$ cat src/rtl/pixel_pkg.sv
// ---------------------------------------------------------------------------
// pixel_pkg
// Shared definitions for the pixel_process slice: FSM state encoding, the
// pixel-pair record (two RGB pixels, six 8-bit channels), the channel
// maximum, and a helper that sizes index fields.
// ---------------------------------------------------------------------------
package pixel_pkg;

    typedef enum logic [2:0] {
        ST_IDLE    = 3'd0,
        ST_STARTUP = 3'd1,
        ST_ACTIVE  = 3'd2,
        ST_BLANK   = 3'd3,
        ST_DONE    = 3'd4
    } state_t;

    typedef struct packed {
        logic [7:0] r0;
        logic [7:0] g0;
        logic [7:0] b0;
        logic [7:0] r1;
        logic [7:0] g1;
        logic [7:0] b1;
    } pixel_pair_t;

    localparam logic [7:0] PIXEL_MAX = 8'd255;

    // Width of an index into n items; never narrower than one bit.
    function automatic int idx_width(input int n);
        return (n > 1) ? $clog2(n) : 1;
    endfunction

endpackage

$ cat src/rtl/pixel_process_if.sv
// ---------------------------------------------------------------------------
// pixel_process_if
// Bus between pixel_process, the upstream frame memory and the downstream
// BMP writer.
//   rd_req/rd_row/rd_col : pair read request (master -> memory)
//   IN_*                 : pair data, valid one cycle after rd_req
//   HSYNC/DATA_WRITE_*   : processed pair and its valid strobe
//   VSYNC                : frame envelope
// Modports: master (pixel_process side), slave (environment side).
// ---------------------------------------------------------------------------
interface pixel_process_if
    import pixel_pkg::*;
#(
    parameter int WIDTH  = 768,
    parameter int HEIGHT = 512
);
    localparam int ROW_W = idx_width(HEIGHT);
    localparam int COL_W = idx_width(WIDTH / 2);

    logic             rd_req;
    logic [ROW_W-1:0] rd_row;
    logic [COL_W-1:0] rd_col;
    logic [7:0]       IN_R0, IN_G0, IN_B0, IN_R1, IN_G1, IN_B1;
    logic             HSYNC;
    logic [7:0]       DATA_WRITE_R0, DATA_WRITE_G0, DATA_WRITE_B0;
    logic [7:0]       DATA_WRITE_R1, DATA_WRITE_G1, DATA_WRITE_B1;
    logic             VSYNC;

    modport master (
        output rd_req, rd_row, rd_col, HSYNC, VSYNC,
        output DATA_WRITE_R0, DATA_WRITE_G0, DATA_WRITE_B0,
        output DATA_WRITE_R1, DATA_WRITE_G1, DATA_WRITE_B1,
        input  IN_R0, IN_G0, IN_B0, IN_R1, IN_G1, IN_B1
    );

    modport slave (
        input  rd_req, rd_row, rd_col, HSYNC, VSYNC,
        input  DATA_WRITE_R0, DATA_WRITE_G0, DATA_WRITE_B0,
        input  DATA_WRITE_R1, DATA_WRITE_G1, DATA_WRITE_B1,
        output IN_R0, IN_G0, IN_B0, IN_R1, IN_G1, IN_B1
    );

endinterface

$ cat src/rtl/pixel_adjust.sv
// ---------------------------------------------------------------------------
// pixel_adjust
// One channel of brightness adjustment: saturating add (SIGN=1) or subtract
// (SIGN=0) of VALUE, computed at 9 bits. With PIXEL_PROCESS_INVERT_EN defined
// the clamped result is inverted (255 - x). Purely combinational.
//   i_pix : input channel value
//   o_pix : adjusted channel value
// ---------------------------------------------------------------------------
module pixel_adjust
    import pixel_pkg::*;
#(
    parameter int VALUE = 100,
    parameter int SIGN  = 1
) (
    input  logic [7:0] i_pix,
    output logic [7:0] o_pix
);
    localparam logic [8:0] C_VALUE = {1'b0, VALUE[7:0]};
    localparam logic       C_ADD   = SIGN[0];

    logic [8:0] w_wide;
    logic [7:0] w_sat;

    // Widen, apply the offset, then clamp on carry-out / borrow.
    always_comb begin
        w_wide = 9'd0;
        w_sat  = 8'd0;
        if (C_ADD) begin
            w_wide = {1'b0, i_pix} + C_VALUE;
            if (w_wide[8]) begin
                w_sat = PIXEL_MAX;
            end else begin
                w_sat = w_wide[7:0];
            end
        end else begin
            w_wide = {1'b0, i_pix} - C_VALUE;
            if (w_wide[8]) begin
                w_sat = 8'd0;
            end else begin
                w_sat = w_wide[7:0];
            end
        end
    end

`ifdef PIXEL_PROCESS_INVERT_EN
    assign o_pix = PIXEL_MAX - w_sat;
`else
    assign o_pix = w_sat;
`endif

endmodule

$ cat src/rtl/pixel_process.sv
// ---------------------------------------------------------------------------
// pixel_process
// Frame sequencer plus brightness data path. After a start pulse it waits
// START_DELAY cycles, then requests every pixel pair of a WIDTH x HEIGHT
// image row by row (HBLANK idle cycles between rows). Returned pairs are
// adjusted per channel and presented on HSYNC/DATA_WRITE_* two cycles after
// the request. ctrl_done is sticky until the next start.
// Ports:
//   HCLK, HRESET : clock, asynchronous active-high reset
//   start        : single-cycle frame start (honoured in IDLE and DONE)
//   ctrl_done    : frame complete
//   bus          : pixel_process_if.master (requests, pair in/out, VSYNC)
// Build option: PIXEL_PROCESS_INVERT_EN inverts every output channel.
// ---------------------------------------------------------------------------
module pixel_process
    import pixel_pkg::*;
#(
    parameter int WIDTH       = 768,
    parameter int HEIGHT      = 512,
    parameter int START_DELAY = 100,
    parameter int HBLANK      = 160,
    parameter int VALUE       = 100,
    parameter int SIGN        = 1
) (
    input  logic             HCLK,
    input  logic             HRESET,
    input  logic             start,
    output logic             ctrl_done,
    pixel_process_if.master  bus
);
    localparam int ROW_W   = idx_width(HEIGHT);
    localparam int COL_W   = idx_width(WIDTH / 2);
    localparam int CNT_MAX = (START_DELAY > HBLANK) ? START_DELAY : HBLANK;
    localparam int CNT_W   = idx_width(CNT_MAX);

    localparam logic [COL_W-1:0] C_LAST_COL = COL_W'(WIDTH / 2 - 1);
    localparam logic [ROW_W-1:0] C_LAST_ROW = ROW_W'(HEIGHT - 1);
    localparam logic [CNT_W-1:0] C_SD_LAST  = CNT_W'((START_DELAY > 1) ? START_DELAY - 1 : 0);
    localparam logic [CNT_W-1:0] C_HB_LAST  = CNT_W'((HBLANK > 1) ? HBLANK - 1 : 0);
    localparam bit               C_SD_ZERO  = (START_DELAY < 1);
    localparam bit               C_HB_ZERO  = (HBLANK < 1);

    state_t           r_state, w_state_nxt;
    logic [ROW_W-1:0] r_row, w_row_nxt;
    logic [COL_W-1:0] r_col, w_col_nxt;
    logic [CNT_W-1:0] r_cnt, w_cnt_nxt;

    logic             w_rd_req_nxt, w_last_req, w_vsync_set, w_done_clr, w_start_ok;
    logic             r_rd_req, r_req_d1, r_last_d1, r_hsync, r_last_d2;
    logic             r_vsync, r_done;
    pixel_pair_t      r_data;
    logic [5:0][7:0]  w_in_ch, w_adj_ch;

    // A start in DONE is taken only once ctrl_done is up, so a pulse that
    // lands while the last pairs are still in the pipeline cannot be lost.
    assign w_start_ok = start && ((r_state == ST_IDLE) || ((r_state == ST_DONE) && r_done));

    // State and counter registers.
    always_ff @(posedge HCLK or posedge HRESET) begin
        if (HRESET) begin
            r_state <= ST_IDLE;
            r_row   <= '0;
            r_col   <= '0;
            r_cnt   <= '0;
        end else begin
            r_state <= w_state_nxt;
            r_row   <= w_row_nxt;
            r_col   <= w_col_nxt;
            r_cnt   <= w_cnt_nxt;
        end
    end

    // Next-state, row/col and delay-counter logic.
    always_comb begin
        w_state_nxt = r_state;
        w_row_nxt   = r_row;
        w_col_nxt   = r_col;
        w_cnt_nxt   = r_cnt;
        case (r_state)
            ST_IDLE, ST_DONE: begin
                if (w_start_ok) begin
                    w_state_nxt = C_SD_ZERO ? ST_ACTIVE : ST_STARTUP;
                    w_row_nxt   = '0;
                    w_col_nxt   = '0;
                    w_cnt_nxt   = '0;
                end else begin
                    w_state_nxt = r_state;
                end
            end
            ST_STARTUP: begin
                if (r_cnt == C_SD_LAST) begin
                    w_state_nxt = ST_ACTIVE;
                    w_row_nxt   = '0;
                    w_col_nxt   = '0;
                end else begin
                    w_cnt_nxt = r_cnt + 1'b1;
                end
            end
            ST_ACTIVE: begin
                if (r_col == C_LAST_COL) begin
                    if (r_row == C_LAST_ROW) begin
                        w_state_nxt = ST_DONE;
                    end else if (C_HB_ZERO) begin
                        // No blanking: the next row follows back to back.
                        w_row_nxt = r_row + 1'b1;
                        w_col_nxt = '0;
                    end else begin
                        w_state_nxt = ST_BLANK;
                        w_cnt_nxt   = '0;
                    end
                end else begin
                    w_col_nxt = r_col + 1'b1;
                end
            end
            ST_BLANK: begin
                if (r_cnt == C_HB_LAST) begin
                    w_state_nxt = ST_ACTIVE;
                    w_row_nxt   = r_row + 1'b1;
                    w_col_nxt   = '0;
                end else begin
                    w_cnt_nxt = r_cnt + 1'b1;
                end
            end
            default: begin
                w_state_nxt = ST_IDLE;
            end
        endcase
    end

    // FSM-derived controls for the output registers.
    always_comb begin
        w_rd_req_nxt = (w_state_nxt == ST_ACTIVE);
        w_last_req   = (r_state == ST_ACTIVE) && (r_col == C_LAST_COL) && (r_row == C_LAST_ROW);
        w_done_clr   = (r_state == ST_DONE) && w_start_ok;
        case (r_state)
            ST_IDLE, ST_STARTUP, ST_DONE: w_vsync_set = (w_state_nxt == ST_ACTIVE);
            default:                      w_vsync_set = 1'b0;
        endcase
    end

    assign w_in_ch = {bus.IN_R0, bus.IN_G0, bus.IN_B0, bus.IN_R1, bus.IN_G1, bus.IN_B1};

    for (genvar g = 0; g < 6; g++) begin : g_adj
        pixel_adjust #(
            .VALUE (VALUE),
            .SIGN  (SIGN)
        ) u_adjust (
            .i_pix (w_in_ch[g]),
            .o_pix (w_adj_ch[g])
        );
    end

    // Request, pipeline and frame-status registers. r_req_d1 marks the cycle
    // the memory returns data; its registered copy is HSYNC.
    always_ff @(posedge HCLK or posedge HRESET) begin
        if (HRESET) begin
            r_rd_req  <= 1'b0;
            r_req_d1  <= 1'b0;
            r_last_d1 <= 1'b0;
            r_hsync   <= 1'b0;
            r_last_d2 <= 1'b0;
            r_vsync   <= 1'b0;
            r_done    <= 1'b0;
            r_data    <= '0;
        end else begin
            r_rd_req  <= w_rd_req_nxt;
            r_req_d1  <= r_rd_req;
            r_last_d1 <= w_last_req;
            r_hsync   <= r_req_d1;
            r_last_d2 <= r_last_d1;
            if (r_req_d1) begin
                r_data <= pixel_pair_t'(w_adj_ch);
            end else begin
                r_data <= r_data;
            end
            // The last HSYNC of the frame drops VSYNC and raises ctrl_done.
            if (r_last_d2) begin
                r_vsync <= 1'b0;
            end else if (w_vsync_set) begin
                r_vsync <= 1'b1;
            end else begin
                r_vsync <= r_vsync;
            end
            if (r_last_d2) begin
                r_done <= 1'b1;
            end else if (w_done_clr) begin
                r_done <= 1'b0;
            end else begin
                r_done <= r_done;
            end
        end
    end

    assign bus.rd_req        = r_rd_req;
    assign bus.rd_row        = r_row;
    assign bus.rd_col        = r_col;
    assign bus.HSYNC         = r_hsync;
    assign bus.VSYNC         = r_vsync;
    assign bus.DATA_WRITE_R0 = r_data.r0;
    assign bus.DATA_WRITE_G0 = r_data.g0;
    assign bus.DATA_WRITE_B0 = r_data.b0;
    assign bus.DATA_WRITE_R1 = r_data.r1;
    assign bus.DATA_WRITE_G1 = r_data.g1;
    assign bus.DATA_WRITE_B1 = r_data.b1;
    assign ctrl_done         = r_done;

endmodule

$ cat src/flat_wrapper.sv
// flat-port wrapper written by rule: the top's interface ports become plain ports
module pixel_process_flat import pixel_pkg::*;
#(
    parameter int WIDTH       = 768,
    parameter int HEIGHT      = 512,
    parameter int START_DELAY = 100,
    parameter int HBLANK      = 160,
    parameter int VALUE       = 100,
    parameter int SIGN        = 1
)
  (HCLK, HRESET, start, ctrl_done, bus_rd_req, bus_rd_row, bus_rd_col, bus_HSYNC, bus_VSYNC, bus_DATA_WRITE_R0, bus_DATA_WRITE_G0, bus_DATA_WRITE_B0, bus_DATA_WRITE_R1, bus_DATA_WRITE_G1, bus_DATA_WRITE_B1, bus_IN_R0, bus_IN_G0, bus_IN_B0, bus_IN_R1, bus_IN_G1, bus_IN_B1);
  pixel_process_if #(.WIDTH(WIDTH), .HEIGHT(HEIGHT)) bus_i ();
  input  logic HCLK;
  input  logic HRESET;
  input  logic start;
  output logic ctrl_done;
  output wire logic [$bits(bus_i.rd_req)-1:0] bus_rd_req;
  output wire logic [$bits(bus_i.rd_row)-1:0] bus_rd_row;
  output wire logic [$bits(bus_i.rd_col)-1:0] bus_rd_col;
  output wire logic [$bits(bus_i.HSYNC)-1:0] bus_HSYNC;
  output wire logic [$bits(bus_i.VSYNC)-1:0] bus_VSYNC;
  output wire logic [$bits(bus_i.DATA_WRITE_R0)-1:0] bus_DATA_WRITE_R0;
  output wire logic [$bits(bus_i.DATA_WRITE_G0)-1:0] bus_DATA_WRITE_G0;
  output wire logic [$bits(bus_i.DATA_WRITE_B0)-1:0] bus_DATA_WRITE_B0;
  output wire logic [$bits(bus_i.DATA_WRITE_R1)-1:0] bus_DATA_WRITE_R1;
  output wire logic [$bits(bus_i.DATA_WRITE_G1)-1:0] bus_DATA_WRITE_G1;
  output wire logic [$bits(bus_i.DATA_WRITE_B1)-1:0] bus_DATA_WRITE_B1;
  input wire logic [$bits(bus_i.IN_R0)-1:0] bus_IN_R0;
  input wire logic [$bits(bus_i.IN_G0)-1:0] bus_IN_G0;
  input wire logic [$bits(bus_i.IN_B0)-1:0] bus_IN_B0;
  input wire logic [$bits(bus_i.IN_R1)-1:0] bus_IN_R1;
  input wire logic [$bits(bus_i.IN_G1)-1:0] bus_IN_G1;
  input wire logic [$bits(bus_i.IN_B1)-1:0] bus_IN_B1;
  assign bus_rd_req = bus_i.rd_req;
  assign bus_rd_row = bus_i.rd_row;
  assign bus_rd_col = bus_i.rd_col;
  assign bus_HSYNC = bus_i.HSYNC;
  assign bus_VSYNC = bus_i.VSYNC;
  assign bus_DATA_WRITE_R0 = bus_i.DATA_WRITE_R0;
  assign bus_DATA_WRITE_G0 = bus_i.DATA_WRITE_G0;
  assign bus_DATA_WRITE_B0 = bus_i.DATA_WRITE_B0;
  assign bus_DATA_WRITE_R1 = bus_i.DATA_WRITE_R1;
  assign bus_DATA_WRITE_G1 = bus_i.DATA_WRITE_G1;
  assign bus_DATA_WRITE_B1 = bus_i.DATA_WRITE_B1;
  assign bus_i.IN_R0 = bus_IN_R0;
  assign bus_i.IN_G0 = bus_IN_G0;
  assign bus_i.IN_B0 = bus_IN_B0;
  assign bus_i.IN_R1 = bus_IN_R1;
  assign bus_i.IN_G1 = bus_IN_G1;
  assign bus_i.IN_B1 = bus_IN_B1;
  pixel_process #(.WIDTH(WIDTH), .HEIGHT(HEIGHT), .START_DELAY(START_DELAY), .HBLANK(HBLANK), .VALUE(VALUE), .SIGN(SIGN)) u_core (.HCLK(HCLK), .HRESET(HRESET), .start(start), .ctrl_done(ctrl_done), .bus(bus_i));
endmodule
$ cat config.mk
export PLATFORM = sky130hd
export DESIGN_NAME = pixel_process_flat
export DESIGN_NICKNAME = d
export VERILOG_FILES = /design/src/rtl/pixel_pkg.sv /design/src/rtl/pixel_process_if.sv /design/src/rtl/pixel_adjust.sv /design/src/rtl/pixel_process.sv /design/src/flat_wrapper.sv
export SDC_FILE = /design/constraint.sdc
export NUM_CORES = 1
export LEC_CHECK = 0
export ABC_AREA = 1
export BUFFER_PORTS_ARGS = -buffer_cell sky130_fd_sc_hd__buf_2
export CAP_MARGIN = 10
export CELL_PAD_IN_SITES_DETAIL_PLACEMENT = 0
export CELL_PAD_IN_SITES_GLOBAL_PLACEMENT = 1
export CORE_AREA = 5 5 115 117
export DETAILED_ROUTE_END_ITERATION = 16
export DIE_AREA = 0 0 120 122
export GPL_ROUTABILITY_DRIVEN = 0
export GPL_TIMING_DRIVEN = 1
export PLACE_DENSITY = 0.8
export SKIP_LAST_GASP = 1
export SLEW_MARGIN = 20
export SYNTH_ARGS = -nofsm -noshare
export SYNTH_HDL_FRONTEND = slang
export SYNTH_SLANG_ARGS = --single-unit
export TNS_END_PERCENT = 20
$ cat constraint.sdc
create_clock -name HCLK -period 2.85 [get_ports HCLK]
set_clock_uncertainty 0.2 [all_clocks]
set_input_delay 0.285 -clock HCLK [delete_from_list [all_inputs] [get_ports HCLK]]
set_output_delay 0.285 -clock HCLK [all_outputs]
set_load 0.01 [all_outputs]
# Word-level counts from Yosys, hierarchy flattened
# Index checks and enable logic that the tools add are counted.
# totals
ff_bits	84
out_inout_bits	70
# op_classes
n_addsub	9
n_eq_ne	17
n_mux	30
reduce_logical	16
# op_table
cell	n
2-to-1 mux 8 bit	11
adder 8 x 7 -> 9 bit, second input constant	6
2-to-1 mux 9 bit	5
one-hot mux 9 bit (4 select lines)	1
one-hot mux 8 bit (4 select lines)	1
one-hot mux 9 bit (3 select lines)	1
adder 9 x 1 -> 9 bit, second input constant	2
== test 9 bit, second input constant	2
2-to-1 mux 3 bit	5
one-hot mux 3 bit (4 select lines)	1
== test 3 x 2 -> 1 bit, second input constant	3
adder 8 x 1 -> 8 bit, second input constant	1
== test 8 x 7 -> 1 bit, second input constant	1
== test 8 bit, second input constant	1
!= test 2 x 1 -> 1 bit, second input constant	4
!= test 2 bit, second input constant	4
AND reduction 6 bit	1
logical AND 1 bit	5
2-to-1 mux 1 bit	5
AND reduction 5 bit	1
AND reduction 4 bit	1
nonzero test 2 bit	2
nonzero test 4 bit	1
== test 3 x 1 -> 1 bit, second input constant	1
other kinds (6)	6

# Longest topological paths before layout
# Gate-level depths: netlist of the first run.
# depth
word_depth	10
mapped_depth	12
depth_no_buf	12

# Hierarchy
# Synthesis of the first run repeated with hierarchy kept, for this count alone.
# unflattened
cells_unflattened	570
area_unflattened_um2	4815.9
# by_module_without_submodules
module	instances	cells_per_inst	area_per_inst_um2	seq_area_each_um2
pixel_process	1	408	3967.6	2102.0
pixel_adjust	6	27	141.4	0.0

# Worst setup path after synthesis of the first run
# No wires, ideal clock.
# synth_timing
path_kind	register to register
startpoint	register u_core.r_row[0], in the netlist u_core.bus.rd_row[0]
endpoint	register u_core.r_cnt[2]
setup_ns	0.118
t_arrival_ns	1.594
slack_ns	0.938
stages_incl_launch_ff	13
n_path_buf	0
path_cell_list	dfrtp_1 -> ha_1 -> nand2_1 -> inv_1 -> nand4_1 -> nor2_1 -> ha_1 -> inv_1 -> nand3_1 -> nor2_1 -> inv_2 -> nand3_1 -> nand2_1
# synth_via
elab_chain_cells	3
# synth_lines
item	line_no	text
from (decl)	pixel_process.sv:44	logic [ROW_W-1:0] r_row, w_row_nxt;
from (signal assigned)	pixel_process.sv:67	r_row <= w_row_nxt;
== test 9 bit	pixel_process.sv:101	if (r_row == C_LAST_ROW) begin
!= test 2 bit (no line)	n/a	
AND reduction 6 bit (no line)	n/a	
to (signal assigned)	pixel_process.sv:69	r_cnt <= w_cnt_nxt;
to (decl)	pixel_process.sv:46	logic [CNT_W-1:0] r_cnt, w_cnt_nxt;
# No other way between the ends.
# A chain may end at the register's enable or synchronous reset.

# Final worst setup path of the first run
# layout_timing
startpoint	input port bus_IN_B1[2]
endpoint	register u_core.r_data (netlist bit u_core.bus.DATA_WRITE_B1[7])
# layout_via
elab_chain_cells	2
# layout_lines
item	line_no	text
from (decl)	flat_wrapper.sv:33	input wire logic [$bits(bus_i.IN_B1)-1:0] bus_IN_B1;
adder 8 x 7 -> 9 bit	pixel_adjust.sv:29	w_wide = {1'b0, i_pix} + C_VALUE;
2-to-1 mux 8 bit	pixel_adjust.sv:30	if (w_wide[8]) begin
to (signal assigned)	pixel_process.sv:172	r_data <= pixel_pair_t'(w_adj_ch);
to (signal assigned)	pixel_process.sv:174	r_data <= r_data;
to (decl)	pixel_process.sv:51	pixel_pair_t r_data;
# No other way between the ends.

==> out/qor.csv, run 1 <==
metric,value,unit
status,"finished, final reports clean",
htree_levels,3,
die_x,120,um
root_buffer,clkbuf_16,
setup_viol,0,
grt-ovfl-total,0,
clk_latency,350,ps
netlist_instances,579,
portBuffers,120,
async_flop_share,100,%
post_synth.cell_area_avg,7.67,sq um
leakagePower,2.89,nW
vdd.ir_drop.worst,0.219,mV
dpl.hpwl,8710,um
min_to,u_core.bus.DATA_WRITE_B0[1],
mostFrequentLayoutCell,nand2_1,
synth_edf_count,0,
drv_cap,0,
powerDensity,554,nW/um^2
die_h,122,um
cp.required,2890,ps
nets,774,
worstSetupPathType,primary input to flip-flop,
ant_nets,0,
worstMarginPinSlew,951,ps
wire_per_inst,13.7,um
core_area,12300,sq um
route.detailed.drc,0,
rows,41,
drt_iter0_drc,326,
hold_viol_final,0,
routed_wl,11900,um
first_pass_iters,4,
antenna_found_initial,0,
end_kind,flip-flop,
cts.sinks,84,
netlist_area,4440,sq um
cts-resized-gates,0,
vias,4291,
rsz0062_at_grt,false,
period_share,74.0,%
rr_startpoint,u_core.bus.rd_row[0],
layout_common_cells,"142 x nand2_1, 120 x buf_2, 102 x nor2_1",
rrSetupSlack,780,ps
seq_area,2100,sq um
setup_ws,740,ps
grt_pass1_vias,4102,
start_kind,primary input,
reg2reg_to,u_core.r_cnt[4],
ys_ff_latch,84,
drive_above_1_share,22.7,%
io_pins,121,
cts_buffer_depth,2,
cts_tree,built,
nFillCells,1205,
setup_tns,0,ps
yosysUniqueCellTypes,31,
clk_pin_slew,60,ps
numCtsBuffers,9,
yosysSeqAreaShare,47.4,%
post_cts_buffers,0,
antenna_cells,0,
grt_max_degree,58,
maxSlewViolCount,0,
grt.total_usage,16.4,%
via_per_inst,4.94,
min_from,bus_IN_B0[1],
crit_arrival,2150,ps
ys.flop_type,dfrtp_1,
cp_max_fo,7,
initial_utilization,36.2,%
min_path_type,primary input to flip-flop,
reg2reg_depth,12,
grt_pass1_wl,19600,um
relSlewSlack,36.5,%
syn_nets,640,
pre_cts_slack,811,ps
die_area,14600,sq um
holdPathStages,3,
yosysWarnings,0,
fmax,474,MHz
finalCriticalPeriod,2110,ps
multi_input_area,2030,sq um
synthToLayoutAreaGrowth,27.6,%
==> state kept, by name (all words and copies together) (netlist names) <==
register and cells:
u_core.bus.DATA_WRITE_G0 8, u_core.r_last_d2 1, u_core.r_cnt 8, u_core.bus.VSYNC 1, u_core.r_req_d1 1, u_core.bus.rd_req 1
u_core.bus.HSYNC 1, u_core.bus.DATA_WRITE_B0 8, u_core.bus.DATA_WRITE_R1 8, u_core.bus.rd_row 9, u_core.bus.DATA_WRITE_R0 8, u_core.bus.DATA_WRITE_B1 8
u_core.bus.rd_col 9, u_core.r_state 3, u_core.ctrl_done 1, u_core.bus.DATA_WRITE_G1 8, u_core.r_last_d1 1
==> metal layers <==
layer  up-vias  wire (um)  GRT usage, %
li1       2134          -             -
met1      2028       5550          21.0
met2       115       5540          27.3
met3        14        660          3.62
met4         0        186          6.01
met5         -          0             0
==> power by group <==
group / switching (mW) / internal [mW]
combinational: 0.260 / 0.173
clock: 0.506 / 0.863
sequential: 0.0733 / 1.26
total: 0.840 / 2.30
==> cell usage after synthesis, drive strengths merged, types with 4 or more instances <==
master / count / area, sq um
nand2: 146 / 563
nor2: 110 / 477
dfrtp: 84 / 2100
inv: 68 / 255
nand3: 39 / 195
a21oi: 38 / 190
a31oi: 20 / 125
o21ai: 12 / 63.8
ha: 10 / 125
nand4: 10 / 62.6
buf: 8 / 40.0
xnor2: 8 / 70.1
or2: 6 / 37.5
nor3: 5 / 25.0
o31ai: 4 / 30.0
==> worst max-delay path, cell delays in order <==
cell	delay (ps)
dlygate4sd3_1	530
buf_2	140
ha_1	210
nand2_1	90
nand3b_1	110
a21oi_1	470
o211ai_1	170
nand2_1	100
inv_1	40
==> repair_timing <==
| action | CTS | global route |
|---|---|---|
| endpoints found under the setup margin | 0 | 0 |
| hold endpoints to repair | 60 | 0 |
| hold buffers | 11 | 0 |
==> how the worst max path moves through the flow <==
stage	from	endpoint	slack (ps)	depth (start not counted)
after floorplan	HRESET	u_core.bus.DATA_WRITE_B0[0]	200	1
after global placement	u_core.bus.rd_row[0]	u_core.r_cnt[1]	860	12
after detailed placement	u_core.bus.rd_row[0]	u_core.r_cnt[7]	810	12
after CTS	bus_IN_B1[2]	u_core.bus.DATA_WRITE_B1[7]	760	9
after global routing	u_core.r_cnt[0]	u_core.bus.rd_row[4]	590	10
final	bus_IN_B1[2]	u_core.bus.DATA_WRITE_B1[7]	740	9
==> area by class of cell <==
type,count,share of cell area [%]
timing repair buffer,133,13.0
clock inverter,7,2.14
inverter,69,4.59
multi-input combinational,416,35.8
sequential,84,37.1
clock buffer,9,3.97
tap,150,3.31
==> logic make-up (layout without fill, tap and decap cells) <==
logic type               after synthesis  in the layout  synth area share [%]
adder cells (fa/ha/maj)               10             10                  2.82
XOR/XNOR                              10             10                  1.97
AO/OA/AOI/OAI                         79             79                  10.1
AND/OR/NAND/NOR                      317            317                  30.8
flip-flops                            84             84                  47.4
buffers and inverters                 79            218                  6.91
==> stage by stage <==
step | instances | total power, mW | area [sq um] | hold slack (ps) | util [%]
6_report | 868 | 3.14 | 5670 | 16.0 | 46.2
4_1_cts | 868 | 3.17 | 5670 | 5.10 | 46.2
3_5_place_dp | 841 | 1.78 | 5210 | 140 | 42.5
2_1_floorplan | 579 | 1.62 | 4440 | 131 | -
3_3_place_gp | 841 | 1.77 | 5210 | 133 | 42.5
5_1_grt | 868 | 3.28 | 5670 | 16.2 | 46.2
(Power assumes the default switching activity.)
==> run 2, diff against run 1 <==
clock period = 2.2 ns   (was 2.85 ns; I/O delays follow)
==> out/qor.csv, run 2 (synthesis gave the netlist of run 1 again) <==
metric,value,unit
status,finished with violations,
violations,"hold timing, setup timing",
core_area,12300,sq um
cts_buffer_depth,2,
drt_iter0_drc,337,
finalCriticalPeriod,2210,ps
nets,806,
powerDensity,686,nW/um^2
whs,-1.77,ps
antenna_found_initial,0,
start_kind,primary input,
cts.sinks,84,
via_per_inst,4.87,
p_int,3.01,mW
worstMarginPinSlew,582,ps
grt_pass1_vias,4162,
first_pass_iters,5,
drive_above_1_share,23.3,%
min_from,bus_IN_G1[6],
min_path_type,primary input to flip-flop,
grt_pass1_wl,19700,um
root_buffer,clkbuf_16,
grt.total_usage,16.6,%
setup_ws,-9.62,ps
cp-startpoint,bus_IN_G0[2],
setup_tns,-9.62,ps
end_kind,flip-flop,
rsz0062_at_grt,true,
rr_startpoint,u_core.bus.rd_row[0],
clk_pin_slew,60,ps
finalNonFillerCells,900,
layout_common_cells,"141 x nand2_1, 120 x buf_2, 101 x nor2_1",
comb_power_share,14.8,%
numCtsBuffers,9,
p_seq_share,42.1,%
routed_wl,12300,um
antenna_cells,0,
die_x,120,um
crit_arrival,2290,ps
stdcell_area,6000,sq um
p_switching,1.11,mW
relSlewSlack,61.2,%
sw_frac_of_total,27.0,%
fmax,453,MHz
portBuffers,120,
ant_nets,0,
placed_cells,845,
finalPower,4.12,mW
clk_latency,350,ps
rrSetupSlack,80,ps
cts_tree,built,
route.detailed.drc,0,
die_area,14600,sq um
cp_max_fo,4,
wire_per_inst,13.7,um
hold_viol_final,1,
io_pins,121,
pre_cts_slack,136,ps
placed_area,5260,sq um
mostFrequentLayoutCell,nand2_1,
drv_cap,0,
rows,41,
vdd.ir_drop.worst,0.316,mV
worstSetupPathType,primary input to flip-flop,
reg2reg_depth,12,
period_share,100,%
leakagePower,3.00,nW
synthToLayoutAreaGrowth,35.3,%
initial_utilization,36.2,%
cp.required,2280,ps
die_h,122,um
dpl.hpwl,8770,um
power_frac_clock,43.1,%
grt_max_degree,53,
grt-ovfl-total,0,
htree_levels,3,
holdPathStages,3,
setup_viol,1,
maxSlewViolCount,0,
vias,4384,
postLayoutCoreUtil,49.0,%
[run 2: layout make-up]
class                           instances  area [sq um]
Clock buffer                            9           225
Tap cell                              150           188
Fill cell                            1196          6260
Timing Repair inverter                  1          7.51
Inverter                               69           263
Clock inverter                          7           123
Timing Repair Buffer                  164          1050
Multi-Input combinational cell        416          2050
Sequential cell                        84          2100
[run 2: critical path, cell delays in order]
cell           delay (ps)
dlygate4sd3_1         540
buf_2                 150
ha_1                  220
nand2_1                80
nand2_1                60
or2_2                 300
a31oi_1               170
dlygate4sd3_1         570
[run 2: final timing paths]
path                                                    end
worst min register to register             u_core.r_last_d2
min in group asynchronous              u_core.bus.rd_col[7]
worst max-delay path            u_core.bus.DATA_WRITE_G0[6]
worst min-delay path            u_core.bus.DATA_WRITE_G1[6]
max in group asynchronous              u_core.bus.rd_row[0]
worst max register to register              u_core.r_cnt[5]
[run 2: routing by layer]
| metal | track usage (%) | part of all wire (%) |
|---|---|---|
| met4 | 5.94 | 1.4 |
| met2 | 26.7 | 46 |
| met1 | 22.0 | 47 |
| met5 | 0 | 0 |
| met3 | 3.67 | 5.6 |
[run 2: timing repair]
item	in CTS	in global routing
hold endpoints to repair	44	0
setup buffers	0	2
setup endpoints to repair	0	12
hold buffers	37	0
gates resized for setup	0	7
[run 2: power by group through the flow]
stage | Clock [mW] | Combinational, mW | Sequential [mW]
after floorplan | 0 | 0.343 | 1.75
after global placement | 0 | 0.546 | 1.76
after detailed placement | 0 | 0.563 | 1.76
after CTS | 1.81 | 0.617 | 1.73
after global routing | 1.88 | 0.688 | 1.75
final | 1.78 | 0.611 | 1.73
==> run 3, diff against run 2 <==
clock period = 2.5 ns   (was 2.2 ns; I/O delays follow)
==> out/qor.csv, run 3 (synthesis gave the netlist of run 1 again) <==
metric,value,unit
dpl.hpwl,8640,um
grt.total_usage,16.4,%
grt_pass1_vias,4107,
initial_utilization,36.2,%
cts_tree,built,
whs,10.7,ps
die_h,122,um
vias,4284,
root_buffer,clkbuf_16,
period_share,82.2,%
setup_tns,0,ps
portBuffers,120,
io_pins,121,
drv_cap,0,
status,"finished, final reports clean",
finalCriticalPeriod,2050,ps
wire_per_inst,13.3,um
worstSetupPathType,flip-flop to flip-flop,
core_area,12300,sq um
grt_max_degree,68,
vdd.ir_drop.worst,0.253,mV
antenna_found_initial,0,
numCtsBuffers,9,
setup_viol,0,
die_x,120,um
leakagePower,2.96,nW
cts_buffer_depth,2,
hold_viol_final,0,
clk_pin_slew,60,ps
relSlewSlack,60.9,%
nFillCells,1217,
min_path_type,primary input to flip-flop,
antenna_cells,0,
grt_pass1_wl,19500,um
rows,41,
htree_levels,3,
crit_arrival,2080,ps
die_area,14600,sq um
nets,792,
maxSlewViolCount,0,
first_pass_iters,5,
multi_input_area,2030,sq um
end_kind,flip-flop,
cp.required,2530,ps
drt_iter0_drc,339,
setup_ws,446,ps
rsz0062_at_grt,false,
ant_nets,0,
seq_area,2100,sq um
grt-ovfl-total,0,
start_kind,flip-flop,
mostFrequentLayoutCell,nand2_1,
worstMarginPinSlew,587,ps
synthToLayoutAreaGrowth,31.1,%
route.detailed.drc,0,
powerDensity,602,nW/um^2
cp_max_fo,9,
via_per_inst,4.84,
fmax,487,MHz
layout_common_cells,"142 x nand2_1, 120 x buf_2, 102 x nor2_1",
clk_latency,350,ps
post_cts_buffers,0,
drive_above_1_share,22.4,%
routed_wl,11800,um
pre_cts_slack,448,ps
cts.sinks,84,
## run 3: changes by cell type in the layout (fill, tap and decap cells not counted), sizes merged
cell         before  now
dlygate4sd3      36   26
buf             128  125
clkinvlp          4    1
clkbuf            9   11
inv              68   69
bufinv            3    2
## run 3: stage by stage
step                      power (mW)  cell area (sq um)  util (%)  instances
after floorplan                 1.85               4440         -        579
after global placement          2.02               5240      42.7        844
after detailed placement        2.03               5240      42.7        844
after CTS                       3.56               5820      47.5        886
after global routing            3.69               5820      47.5        886
final                           3.51               5820      47.5        886
## run 3: layer usage
metal	GRT usage [%]	share of wire [%]	vias to the layer above
met5	0	0	-
met4	6.23	2.0	0
met3	4.36	6.5	21
met2	26.8	45	125
met1	20.9	46	1970
li1	-	-	2168
## run 3: power by group
group	internal, mW	switching [mW]
sequential	1.44	0.0839
combinational	0.215	0.300
clock	0.908	0.559
## run 3: area by class of cell
type / count / area share [%]
multi-input combinational: 416 / 34.9
clock inverter: 5 / 1.42
inverter: 69 / 4.51
sequential: 84 / 36.1
clock buffer: 11 / 4.17
timing repair buffer: 151 / 15.6
tap: 150 / 3.22
## run 3: path summary, 6_finish.rpt
check | from | to | slack [ps] | cells after the start
hold reg to reg | u_core.r_last_d1 | u_core.r_last_d2 | 150 | 0
min in group asynchronous | HRESET | u_core.bus.DATA_WRITE_R0[6] | 270 | 3
hold / removal | bus_IN_R0[0] | u_core.bus.DATA_WRITE_R0[0] | 10 | 3
setup reg to reg | u_core.bus.rd_row[0] | u_core.r_cnt[0] | 450 | 12
setup / recovery | u_core.bus.rd_row[0] | u_core.r_cnt[0] | 450 | 12
max in group asynchronous | HRESET | u_core.r_req_d1 | 1120 | 4
## run 3: worst max-delay path, stage by stage, from the launching register on
cell and delay, ps:
dfrtp_1 430, ha_1 250, nand2_1 70, inv_1 60, nand4_1 110, nor2_1 50, ha_1 190, inv_1 60
nand3_1 80, nor2_1 170, inv_2 120, nand3_1 100, nand2_1 60
## run 3: timing repair
| action | CTS | global route |
|---|---|---|
| hold buffers | 26 | 0 |
| hold endpoints to repair | 42 | 0 |
| endpoints found under the setup margin | 0 | 0 |
| gates resized for setup | 0 | 0 |
